`config.mk`:
```
export PLATFORM = sky130hd
export DESIGN_NAME = multicycle_controller
export DESIGN_NICKNAME = d
export VERILOG_FILES = /design/src/rtl/multicycle_controller.sv
export SDC_FILE = /design/constraint.sdc
export NUM_CORES = 1
export LEC_CHECK = 0
export BUFFER_PORTS_ARGS = -buffer_cell sky130_fd_sc_hd__buf_4
export CORE_MARGIN = 2
export CORE_UTILIZATION = 46
export DETAILED_ROUTE_END_ITERATION = 6
export GPL_TIMING_DRIVEN = 0
export PLACE_DENSITY = 0.83
export REMOVE_ABC_BUFFERS = 1
export SLEW_MARGIN = 20
export SYNTH_ARGS = -nofsm -noshare
export SYNTH_HDL_FRONTEND = slang
export SYNTH_SLANG_ARGS = --single-unit
```
`constraint.sdc`:
```
create_clock -name clk -period 2.5 [get_ports clk]
set_input_delay 0.25 -clock clk [delete_from_list [all_inputs] [get_ports clk]]
set_output_delay 0.25 -clock clk [all_outputs]
set_load 0.02 [all_outputs]
```
`src/rtl/multicycle_controller.sv`:
```
// Main control FSM for the multi-cycle RV32I core: sequences fetch/decode/execute/memory/writeback
// over a shared datapath, stalling on mem_ready and flagging unsupported opcodes.
module multicycle_controller (
  input  logic       clk,
  input  logic       resetn,
  input  logic [6:0] op,
  input  logic [2:0] funct3,
  input  logic       funct7b5,
  input  logic       zero,
  input  logic       mem_ready,
  output logic       pc_write,
  output logic       adr_src,
  output logic       mem_write,
  output logic       ir_write,
  output logic [1:0] result_src,
  output logic [1:0] alu_src_a,
  output logic [1:0] alu_src_b,
  output logic [2:0] alu_control,
  output logic [1:0] imm_src,
  output logic       reg_write,
  output logic       illegal_instr,
  output logic [3:0] state
);

  typedef enum logic [3:0] {
    S_FETCH    = 4'd0,
    S_DECODE   = 4'd1,
    S_MEMADR   = 4'd2,
    S_MEMREAD  = 4'd3,
    S_MEMWB    = 4'd4,
    S_MEMWRITE = 4'd5,
    S_EXECUTER = 4'd6,
    S_EXECUTEI = 4'd7,
    S_ALUWB    = 4'd8,
    S_BEQ      = 4'd9,
    S_JAL      = 4'd10
  } state_t;

  localparam logic [6:0] OP_LOAD  = 7'b0000011;
  localparam logic [6:0] OP_STORE = 7'b0100011;
  localparam logic [6:0] OP_RTYPE = 7'b0110011;
  localparam logic [6:0] OP_ITYPE = 7'b0010011;
  localparam logic [6:0] OP_BRNCH = 7'b1100011;
  localparam logic [6:0] OP_JAL   = 7'b1101111;

  state_t     state_q, state_d, cur;
  logic [1:0] alu_op;
  logic       pcw_raw, mw_raw, irw_raw, rw_raw, ill_raw;

  always_ff @(posedge clk) begin
    if (!resetn) state_q <= S_FETCH;
    else         state_q <= state_d;
  end

  // While in reset the outputs decode as FETCH so a pending store strobe drops immediately.
  assign cur   = resetn ? state_q : S_FETCH;
  assign state = cur;

  always_comb begin
    state_d    = S_FETCH;
    pcw_raw    = 1'b0;
    mw_raw     = 1'b0;
    irw_raw    = 1'b0;
    rw_raw     = 1'b0;
    ill_raw    = 1'b0;
    adr_src    = 1'b0;
    result_src = 2'b00;
    alu_src_a  = 2'b00;
    alu_src_b  = 2'b00;
    alu_op     = 2'b00;
    case (cur)
      S_FETCH: begin
        alu_src_b  = 2'b10;
        result_src = 2'b10;
        irw_raw    = mem_ready;
        pcw_raw    = mem_ready;
        state_d    = mem_ready ? S_DECODE : S_FETCH;
      end
      S_DECODE: begin
        alu_src_a = 2'b01;
        alu_src_b = 2'b01;
        case (op)
          OP_LOAD, OP_STORE: state_d = S_MEMADR;
          OP_RTYPE:          state_d = S_EXECUTER;
          OP_ITYPE:          state_d = S_EXECUTEI;
          OP_BRNCH:          state_d = S_BEQ;
          OP_JAL:            state_d = S_JAL;
          default: begin
            state_d = S_FETCH;
            ill_raw = 1'b1;
          end
        endcase
      end
      S_MEMADR: begin
        alu_src_a = 2'b10;
        alu_src_b = 2'b01;
        state_d   = op[5] ? S_MEMWRITE : S_MEMREAD;
      end
      S_MEMREAD: begin
        adr_src = 1'b1;
        state_d = mem_ready ? S_MEMWB : S_MEMREAD;
      end
      S_MEMWB: begin
        result_src = 2'b01;
        rw_raw     = 1'b1;
      end
      S_MEMWRITE: begin
        adr_src = 1'b1;
        mw_raw  = 1'b1;
        state_d = mem_ready ? S_FETCH : S_MEMWRITE;
      end
      S_EXECUTER: begin
        alu_src_a = 2'b10;
        alu_op    = 2'b10;
        state_d   = S_ALUWB;
      end
      S_EXECUTEI: begin
        alu_src_a = 2'b10;
        alu_src_b = 2'b01;
        alu_op    = 2'b10;
        state_d   = S_ALUWB;
      end
      S_ALUWB: rw_raw = 1'b1;
      S_BEQ: begin
        alu_src_a = 2'b10;
        alu_op    = 2'b01;
        case (funct3)
          3'b000:  pcw_raw = zero;
          3'b001:  pcw_raw = ~zero;
          default: pcw_raw = 1'b0;
        endcase
      end
      S_JAL: begin
        alu_src_a = 2'b01;
        alu_src_b = 2'b10;
        pcw_raw   = 1'b1;
        state_d   = S_ALUWB;
      end
      default: state_d = S_FETCH;
    endcase
  end

  assign pc_write      = resetn & pcw_raw;
  assign mem_write     = resetn & mw_raw;
  assign ir_write      = resetn & irw_raw;
  assign reg_write     = resetn & rw_raw;
  assign illegal_instr = resetn & ill_raw;

  // Only register-register ops honour instr[30] as sub; addi with bit 30 set still adds.
  always_comb begin
    alu_control = 3'b000;
    case (alu_op)
      2'b00: alu_control = 3'b000;
      2'b01: alu_control = 3'b001;
      default: begin
        case (funct3)
          3'b000:  alu_control = (op[5] & funct7b5) ? 3'b001 : 3'b000;
          3'b010:  alu_control = 3'b101;
          3'b110:  alu_control = 3'b011;
          3'b111:  alu_control = 3'b010;
          default: alu_control = 3'b000;
        endcase
      end
    endcase
  end

  always_comb begin
    case (op)
      OP_STORE: imm_src = 2'b01;
      OP_BRNCH: imm_src = 2'b10;
      OP_JAL:   imm_src = 2'b11;
      default:  imm_src = 2'b00;
    endcase
  end

endmodule

```
==> results.tsv <==
metric	value	unit
sequential element share of the synthesized area	0.127	
routability cong.	0.745	
DP HPWL	1.29	mm
yosys warns	0	
number of flip-flops in the largest register	4	
initial drt markers	27	
number of enable flip-flop cells after synthesis	0	
#FFs+latches synth	4	
synthesized area	628	um^2
CTS tree	done	
worst slew pin tran	0.499	ns
worst setup path endpoint	pc_write	
Slowest cell on crit path	dfxtp_1	
Layout area overhead	44.8	%
antenna diode count	0	
die footprint	1680	um^2
Final setup viols	0	
port bufs	35	
Clock Path Buffers	2	
number of global-route vias before repair	623	
initial core utilization	0.489	
Reg2Reg Capture Point	state_q[1]	
Post-Route WL	1.67	mm
crit-path cells	nand2b_4, or4_1, a211oi_1, buf_4	
residual DRC count	0	
Syn Inst Count	88	
dpl cell area	887	um^2
Worst R2R Start	state_q[1]	
largest net degree at the start of global routing	17	
synth top area cells	dfxtp_1, and2_1, xnor2_1, nand2_1, and3b_1	
Slew Limit Fails	0	
CP required	2.25	ns
vias	763	
Fin Clk Skew	0.00356	ns
synth cell count leaders	nand2_1, and2_1, inv_1, nor3_1	
RSZ-0062 raised after global routing	no	
CP Class	reg2out	
drt pass-1 iters	4	
Total Power	0.228	mW
Primary FF master, synth	dfxtp_1	
Die Wd	41.0	um
Root Buffer Master	clkbuf_4	
clock sink count	4	
FILL cells	114	
Congestion Overflow GR	0	
first-pass GRT wire length	2.59	mm
crit path max fanout	12	
outcome	completed	
I/O pins	36	
leak pwr	0.431	nW
Skew-Pair Late Insertion Delay	0.24	ns
FMAX	0.470	GHz
# rows	13	
final core utilization	0.708	
CP bufs+invs	1	
worst setup path startpoint	state_q[3]	
initial antenna violation count	0	
Post-CTS Setup Bufs	0	
Unique masters post-synth	39	
Cell Pwr Density	251	nW/um^2
Final Cycle Share	0.851	
Biggest register	state_q	
CP Depth	4	
MaxCap Viol Count	0	
Design Area, Final	910	um^2
layout cell share with drive strength beyond 1	0.339	
Worst-path clk slew	0.04	ns
layout net count	138	
top cell type by total area after synthesis	dfxtp_1	
CP Launch Type	flop	
WL/cell	12.3	um
crit end category	output port	
fin cells	136	
# placed instances	133	
FF-to-FF setup slack	0.94	ns
total core area	1280	um^2
top cell type's share of synthesized area	0.127	
post_cts resized	0	
CTS Buf Count	3	
Async S/R FF share, synth	0	
H-tree level count	1	
CP peak stage delay	0.62	ns
Total GRT Usage	0.227	
Vias/cell	5.61	
Top delay family on crit path	flip-flops	
cell with the most instances after synthesis	nand2_1	
cts hold-fix bufs	0	
Hold WC Path Type	in2reg	
max-slew headroom at the worst pin	0.667	
Die Y	41.0	um
Routed Antenna Nets	0	
Max VDD drop	195	uV
Min Clock Period, post-route	2.13	ns
TNS Setup	0	ns
Final Hold Viols	0	
biggest regs	state_q x4	
Synth Area per Inst	7.14	um^2
Worst Path Arrival	1.88	ns
depth of the most critical reg-to-reg path	3	
## through the flow
step                      hold WS (ns)  setup slack (ns)
after floorplan                  0.382             0.571
after global placement           0.525             0.674
after detailed placement         0.532             0.617
after CTS                        0.292             0.368
after global routing             0.282             0.265
final                            0.284             0.372
## placed cells by master (no fill, tap or decap), types with 2 or more instances in the layout
master	synthesis	layout
nand2b_1	4	4
and3_1	2	2
clkbuf_4	0	3
or3b_1	2	2
dfxtp_1	4	4
buf_4	0	35
nand3_1	2	2
and3b_1	3	3
inv_1	5	5
and2_1	7	7
o21ai_0	2	2
nand2_1	8	8
nor2_1	2	2
mux2i_1	2	2
nor2b_1	3	3
xnor2_1	4	4
nor3_1	5	5
nand3b_1	2	2
a21oi_1	2	2
nor3b_1	3	3
a211oi_1	2	2
and4b_1	2	2
## per-layer routing
layer	part of all wire	global-route usage
met1	0.45	0.281
met2	0.46	0.395
met3	0.068	0.0163
met4	0.015	0.100
met5	0	0
## power by group
group	switching (mW)	internal [mW]	leakage, nW
Sequential	0.00473	0.0654	0.0325
Combinational	0.0379	0.0388	0.384
Clock	0.0278	0.0538	0.0138
Total	0.0705	0.158	0.431
## layout make-up
| type | count | area, um^2 | area share |
|---|---|---|---|
| Timing Repair Buffer | 35 | 263 | 0.289 |
| Sequential cell | 4 | 80.1 | 0.0880 |
| Clock buffer | 3 | 22.5 | 0.0248 |
| Inverter | 5 | 18.8 | 0.0206 |
| Tap cell | 15 | 18.8 | 0.0206 |
| Multi-Input combinational cell | 74 | 507 | 0.557 |
## cells by family (layout without fill, tap and decap cells)
kind of cell | Yosys count | count (layout) | synth area share
AO/OA/AOI/OAI | 16 | 16 | 0.185
XOR/XNOR | 4 | 4 | 0.0558
buffers and inverters | 10 | 43 | 0.0657
flip-flops | 4 | 4 | 0.127
multiplexers | 2 | 2 | 0.0319
AND/OR/NAND/NOR | 52 | 52 | 0.534
## how the worst min path moves through the flow
stage / startpoint / endpoint / slack [ns] / cells after the start
floorplan: op[6] / state_q[2] / 0.38 / 1
global placement: op[6] / state_q[2] / 0.52 / 2
detailed placement: op[6] / state_q[2] / 0.53 / 2
CTS: op[6] / state_q[2] / 0.29 / 2
global route: op[6] / state_q[2] / 0.28 / 2
finish: op[6] / state_q[2] / 0.28 / 2
Note: power is estimated with default switching activity, not from simulation.
